--- config.mk ---
export PLATFORM = sky130hd
export DESIGN_NAME = ethernet_encapsulation
export DESIGN_NICKNAME = d
export VERILOG_FILES = /design/src/rtl/ethernet_encapsulation.sv
export SDC_FILE = /design/constraint.sdc
export NUM_CORES = 1
export LEC_CHECK = 0
export ABC_AREA = 1
export CORE_ASPECT_RATIO = 1.4
export CORE_MARGIN = 2
export CORE_UTILIZATION = 45
export CTS_BUF_LIST = sky130_fd_sc_hd__clkbuf_16
export CTS_CLUSTER_SIZE = 25
export DETAILED_ROUTE_END_ITERATION = 8
export GPL_TIMING_DRIVEN = 0
export SETUP_SLACK_MARGIN = 0.15
export SLEW_MARGIN = 30
export SYNTH_ARGS = -nofsm -noshare
export SYNTH_HDL_FRONTEND = slang
export SYNTH_SLANG_ARGS = --single-unit
--- constraint.sdc ---
create_clock -name clk -period 4.2 [get_ports clk]
set_input_delay 1.26 -clock clk [delete_from_list [all_inputs] [get_ports clk]]
set_output_delay 1.26 -clock clk [all_outputs]
set_load 0.1 [all_outputs]
--- src/rtl/ethernet_encapsulation.sv ---
// GMII transmit framer: pulls a queued payload from the TX FIFO and emits
// preamble, SFD, MAC header, length, payload, zero pad and FCS, then holds the inter-frame gap.
module ethernet_encapsulation #(
    parameter logic [47:0] destination_mac_addr = 48'h023528fbdd66,
    parameter logic [47:0] source_mac_addr      = 48'h072227acdb65,
    parameter int          MIN_PAYLOAD          = 46,
    parameter int          MAX_PAYLOAD          = 1500,
    parameter int          IFG_CYCLES           = 12
) (
    input  logic        clk,
    input  logic        rst,
    input  logic        pct_qued,
    input  logic [10:0] payload_len,
    output logic        bf_in_r_en,
    input  logic [7:0]  ff_out_data_in,
    output logic        bf_in_pct_txed,
    output logic        len_err,
    output logic        busy,
    output logic [7:0]  gmii_data_out,
    output logic        gmii_dv,
    output logic        gmii_er
);

    typedef enum logic [3:0] {
        S_IDLE, S_PRE, S_SFD, S_DST, S_SRC, S_LEN, S_PAY, S_PAD, S_FCS, S_IFG
    } state_t;

    localparam logic [10:0] LP_MIN      = 11'(MIN_PAYLOAD);
    localparam logic [10:0] LP_MAX      = 11'(MAX_PAYLOAD);
    localparam logic [10:0] LP_PAD_BASE = 11'(MIN_PAYLOAD - 1);
    // Outputs are registered one cycle behind the state, so the IDLE cycle
    // itself supplies the last idle bus cycle of the gap.
    localparam logic [10:0] LP_IFG_LAST = 11'(IFG_CYCLES - 2);

    state_t      r_state, w_next;
    logic [10:0] r_cnt, r_len, w_last;
    logic [31:0] r_crc, w_fcs;
    logic [7:0]  r_data, w_byte;
    logic [2:0]  w_mac_idx;
    logic        r_dv, r_txed, r_len_err;
    logic        w_dv, w_crc_en, w_accept, w_reject, w_txed, w_rd, w_done;

    function automatic logic [31:0] crcByte(input logic [31:0] c, input logic [7:0] d);
        logic [31:0] x;
        x = c ^ {24'h0, d};
        for (int i = 0; i < 8; i++)
            x = x[0] ? ((x >> 1) ^ 32'hEDB88320) : (x >> 1);
        return x;
    endfunction

    assign w_mac_idx = 3'd5 - r_cnt[2:0];
    assign w_fcs     = ~r_crc;
    assign w_done    = (r_cnt == w_last);

    always_comb begin
        w_next   = r_state;
        w_byte   = 8'h00;
        w_dv     = 1'b0;
        w_crc_en = 1'b0;
        w_accept = 1'b0;
        w_reject = 1'b0;
        w_txed   = 1'b0;
        w_rd     = 1'b0;
        w_last   = 11'd0;
        case (r_state)
            S_IDLE: begin
                // The cycle after a rejection is skipped so a held request re-samples every other cycle.
                if (pct_qued && !r_len_err) begin
                    if (payload_len != 11'd0 && payload_len <= LP_MAX) begin
                        w_accept = 1'b1;
                        w_next   = S_PRE;
                    end else begin
                        w_reject = 1'b1;
                    end
                end
            end
            S_PRE: begin
                w_dv   = 1'b1;
                w_byte = 8'h55;
                w_last = 11'd6;
                if (w_done) w_next = S_SFD;
            end
            S_SFD: begin
                w_dv   = 1'b1;
                w_byte = 8'hD5;
                w_next = S_DST;
            end
            S_DST: begin
                w_dv     = 1'b1;
                w_crc_en = 1'b1;
                w_byte   = destination_mac_addr[{w_mac_idx, 3'b000} +: 8];
                w_last   = 11'd5;
                if (w_done) w_next = S_SRC;
            end
            S_SRC: begin
                w_dv     = 1'b1;
                w_crc_en = 1'b1;
                w_byte   = source_mac_addr[{w_mac_idx, 3'b000} +: 8];
                w_last   = 11'd5;
                if (w_done) w_next = S_LEN;
            end
            S_LEN: begin
                w_dv     = 1'b1;
                w_crc_en = 1'b1;
                w_byte   = (r_cnt == 11'd0) ? {5'b0, r_len[10:8]} : r_len[7:0];
                w_last   = 11'd1;
                w_rd     = (r_cnt == 11'd1);
                if (w_done) w_next = S_PAY;
            end
            S_PAY: begin
                // Reads run one byte ahead of the bus to cover the FIFO's read latency.
                w_dv     = 1'b1;
                w_crc_en = 1'b1;
                w_byte   = ff_out_data_in;
                w_last   = r_len - 11'd1;
                w_rd     = (r_cnt + 11'd1 < r_len);
                if (w_done) w_next = (r_len < LP_MIN) ? S_PAD : S_FCS;
            end
            S_PAD: begin
                w_dv     = 1'b1;
                w_crc_en = 1'b1;
                w_last   = LP_PAD_BASE - r_len;
                if (w_done) w_next = S_FCS;
            end
            S_FCS: begin
                w_dv   = 1'b1;
                w_byte = w_fcs[{r_cnt[1:0], 3'b000} +: 8];
                w_last = 11'd3;
                w_txed = w_done;
                if (w_done) w_next = S_IFG;
            end
            S_IFG: begin
                w_last = LP_IFG_LAST;
                if (w_done) w_next = S_IDLE;
            end
            default: w_next = S_IDLE;
        endcase
    end

    always_ff @(posedge clk or negedge rst) begin
        if (!rst) begin
            r_state   <= S_IDLE;
            r_cnt     <= 11'd0;
            r_len     <= 11'd0;
            r_crc     <= 32'hFFFFFFFF;
            r_data    <= 8'h00;
            r_dv      <= 1'b0;
            r_txed    <= 1'b0;
            r_len_err <= 1'b0;
        end else begin
            r_state   <= w_next;
            r_cnt     <= (r_state == S_IDLE || w_next != r_state) ? 11'd0 : r_cnt + 11'd1;
            r_data    <= w_byte;
            r_dv      <= w_dv;
            r_txed    <= w_txed;
            r_len_err <= w_reject;
            if (w_accept) begin
                r_len <= payload_len;
                r_crc <= 32'hFFFFFFFF;
            end else if (w_crc_en) begin
                r_crc <= crcByte(r_crc, w_byte);
            end
        end
    end

    assign bf_in_r_en     = w_rd;
    assign busy           = (r_state != S_IDLE);
    assign gmii_data_out  = r_data;
    assign gmii_dv        = r_dv;
    assign gmii_er        = 1'b0;
    assign bf_in_pct_txed = r_txed;
    assign len_err        = r_len_err;

endmodule

==> results by group, run 1 <==
Status
  • Outcome: finished, final reports clean

Critical path
  • Crit. End Element: output port
  • Setup Crit Path Kind: flip-flop to output port
  • WP data required: 2.94 ns
  • Crit path DAT: about 2.9 ns
  • Worst-path maximum fanout: 5
  • CP Launch Type: flip-flop

Yosys
  • Yosys reg bits: 69
  • Syn Nets: 930
  • Mean Syn Cell Area: 6.57 um^2
  • Seq/Total Area, Yosys: between 30% and 40%
  • Syn Inst Count: between 800 and 900
  • Syn Std Cell Area: around 6000 um^2
  • Post-synthesis cell type count: between 40 and 50
  • Ys Warns: 0

Placement
  • GPL Wtd Cong: roughly 0.93
  • Dpl hpwl: ~15000 um
  • IO buf count: 34
  • Placed instance area: approximately 6400 um^2
  • DP Cell Count: about 1100

Power
  • Cell Pwr Density: 538 nW/um^2
  • Lkg Pwr: ~3.6 nW
  • Peak supply drop: 0.356 mV
  • Pwr Total: 3.78 mW

Floorplan
  • # IOs: 36
  • Die area: roughly 14000 um^2
  • Chip width: 100 um
  • Die Y-Extent: around 140 um
  • Core footprint: between 10000 and 15000 um^2
  • Starting Density: between 40% and 50%
  • Rows: between 40 and 50

Timing
  • Slew @ Worst Pin: between 0.9 and 1 ns
  • Setup Viol. Count Final: 0
  • RSZ-0062 raised after global routing: true
  • Fmax: around 0.24 GHz
  • Final period utilization: 97.8%
  • Max transition margin: a little over a third
  • Number of hold violations in the final report: 0
  • Min cycle time layout: 4.11 ns
  • Final worst clock skew: about 0.0066 ns
  • Slew Viols, Final: 0

Global routing
  • Largest net degree at the start of global routing: 45
  • First-pass GRT wire length: roughly 30000 um
  • Congestion Overflow GR: 0
  • Initial antenna violation count: 0
  • Number of global-route vias before repair: roughly 6000
  • All-Layer GR Usage: between 20 and 30%

Routing
  • Iter 0 DRT Violations: between 200 and 250
  • Remaining antenna violation count after routing: 0
  • DR WL/cell: 17.1 um
  • Routed WL: roughly 19000 um
  • Pre-antenna DRT Iters: 5
  • DRC viols: 0
  • Drt via density: 5.41
  • Vias: between 5000 and 6000

Finish
  • Storage cell area: around 1800 um^2
  • # nets final: between 900 and 1000
  • Area growth from synthesis to layout: 20.4%
  • # diodes: 0
  • Post-route insts no fill: between 1000 and 1500
  • Final Instance Area: 7030 um^2
  • Layout cell share with drive strength beyond 1: around 17%
  • Fillers: roughly 1300
  • Area of the multi-input gates: approximately 3600 um^2

Clocking
  • CTS clk-pin slew, worst paths: approximately 0.06 ns
  • Clock Latency Late Sink: ~0.34 ns
  • CTS tree: done
  • H-tree lvl count: 3
  • CTS Hold Bufs: 0
  • CTS max path bufs: 2
  • Clock root buffer master: clkbuf_16
  • CTS Sinks: 69
  • Total CTS buffers: 9

Run
  • Total of max-cap violations: 0

Hold path
  • Hold Crit Class: flip-flop to flip-flop
through the flow:
| step | worst slack [ns] | hold WS (ns) | TNS (ns) | util (%) |
|---|---|---|---|---|
| floorplan | 0.240 | 0.496 | 0 | - |
| global placement | -0.895 | 0.529 | -24.35 | 50.0 |
| detailed placement | -0.932 | 0.527 | -0.932 | 50.2 |
| CTS | 0.154 | 0.540 | 0 | 54.4 |
| global route | -0.0394 | 0.572 | -0.0394 | 55.1 |
| finish | 0.0926 | 0.534 | 0 | 55.1 |
registers in the layout (all words and copies together), names as in the netlist:
name,flops
gmii_dv,1
r_len,11
len_err,1
r_crc,32
r_cnt,11
bf_in_pct_txed,1
r_state,4
gmii_data_out,8
Yosys cell counts, drive strengths merged:
master	n	area, um^2
or2	4	25.0
o2111ai	3	26.3
conb	1	3.75
ha	20	250
nand3	91	485
o21a	1	7.51
nand4	9	56.3
xor2	38	348
a31oi	2	12.5
inv	139	522
nand2	293	1150
buf	12	80.1
dfstp	32	841
nor4	2	12.5
nand3b	3	22.5
a41oi	1	8.76
a21oi	31	155
o211ai	7	52.6
clkbuf	7	26.3
xnor2	5	43.8
o22ai	17	106
nor2	72	333
nor3b	1	12.5
and2	1	6.26
a22oi	2	15.0
dfrtp	37	926
a21boi	2	18.8
o21bai	1	7.51
o21ai	44	220
nor3	10	61.3
final cells by class:
type,instances,share of cell area (%)
inverters,139,7.48
repair buffers,49,6.73
plain buffers,19,1.99
well taps,153,2.72
clock inverters,6,1.23
multi-input cells,661,51.1
clock buffers,10,3.56
flip-flops and latches,69,25.2
critical path: stages, from the launching register on:
cell	delay, ns
dfrtp_2	0.46
buf_6	0.16
buf_8	0.11
nand2_4	0.06
nor2_4	0.11
inv_2	0.06
o21ai_2	0.14
nand2_2	0.08
inv_2	0.05
ha_1	0.20
a21boi_1	0.13
o21a_1	0.17
o21ai_1	0.13
nand2_1	0.09
a21oi_2	0.16
nor2_2	0.06
o21ai_4	0.16
buf_12	0.19
per-layer routing:
| layer | GRT usage, % | up-vias | share of wire (%) |
|---|---|---|---|
| li1 | - | 2945 | - |
| met1 | 28.9 | 2845 | 37 |
| met2 | 52.1 | 124 | 53 |
| met3 | 3.68 | 67 | 2.9 |
| met4 | 18.4 | 0 | 6.8 |
| met5 | 0 | - | 0 |
power by group:
part           switching, mW  leakage [nW]  internal (mW)
Combinational           1.15          2.68          0.637
Sequential             0.141         0.768          0.981
Clock                  0.315         0.169          0.555
Total                   1.61          3.61           2.17
cell usage in the layout, fill, tap and decap left out, types with 5 or more instances in the layout:
cell type        count
a21oi_1             30
buf_4               18
clkbuf_1             6
clkbuf_16           10
clkdlybuf4s50_1     32
dfrtp_1             36
dfstp_2             32
ha_1                16
inv_1              124
inv_2               15
nand2_1            272
nand2_2             19
nand3_1             83
nand3_2              7
nand4_1              9
nor2_1              51
nor2_2              17
nor3_1               7
o211ai_1             7
o21ai_0             36
o21ai_1              6
o22ai_1             17
xnor2_1              5
xor2_1              34
kinds of logic (layout without fill, tap and decap cells):
logic type,after synthesis,after routing,synth area share (%)
buf+inv,158,223,10.8
fa+ha+maj,20,20,4.29
simple gates,486,486,37.1
flops,69,69,30.3
other cells,1,1,0.0643
compound gates,111,111,10.8
xor+xnor,43,43,6.71
worst paths after layout:
check / from / endpoint / slack, ns / depth (start not counted)
hold reg to reg: len_err / len_err / 0.53 / 3
max in group asynchronous: rst / r_crc[1] / 2.62 / 2
min in group asynchronous: rst / r_len[7] / 0.92 / 1
hold / removal: len_err / len_err / 0.53 / 3
setup reg to reg: r_state[3] / r_crc[19] / 0.85 / 23
setup / recovery: r_cnt[0] / bf_in_r_en / 0.09 / 17
what timing repair did:
action / CTS / global route
setup endpoints to repair: 1 / 1
pin swaps: 3 / 11
buffers inserted: 11 / 3
gates resized for setup: 37 / 14
(Power assumes the default switching activity.)
==> run 2, diff against run 1 <==
- CTS_CLUSTER_DIAMETER: not set -> 120
==> results of run 2 <==
Same layout as run 1: the final DEF is identical, and so are final timing and power.
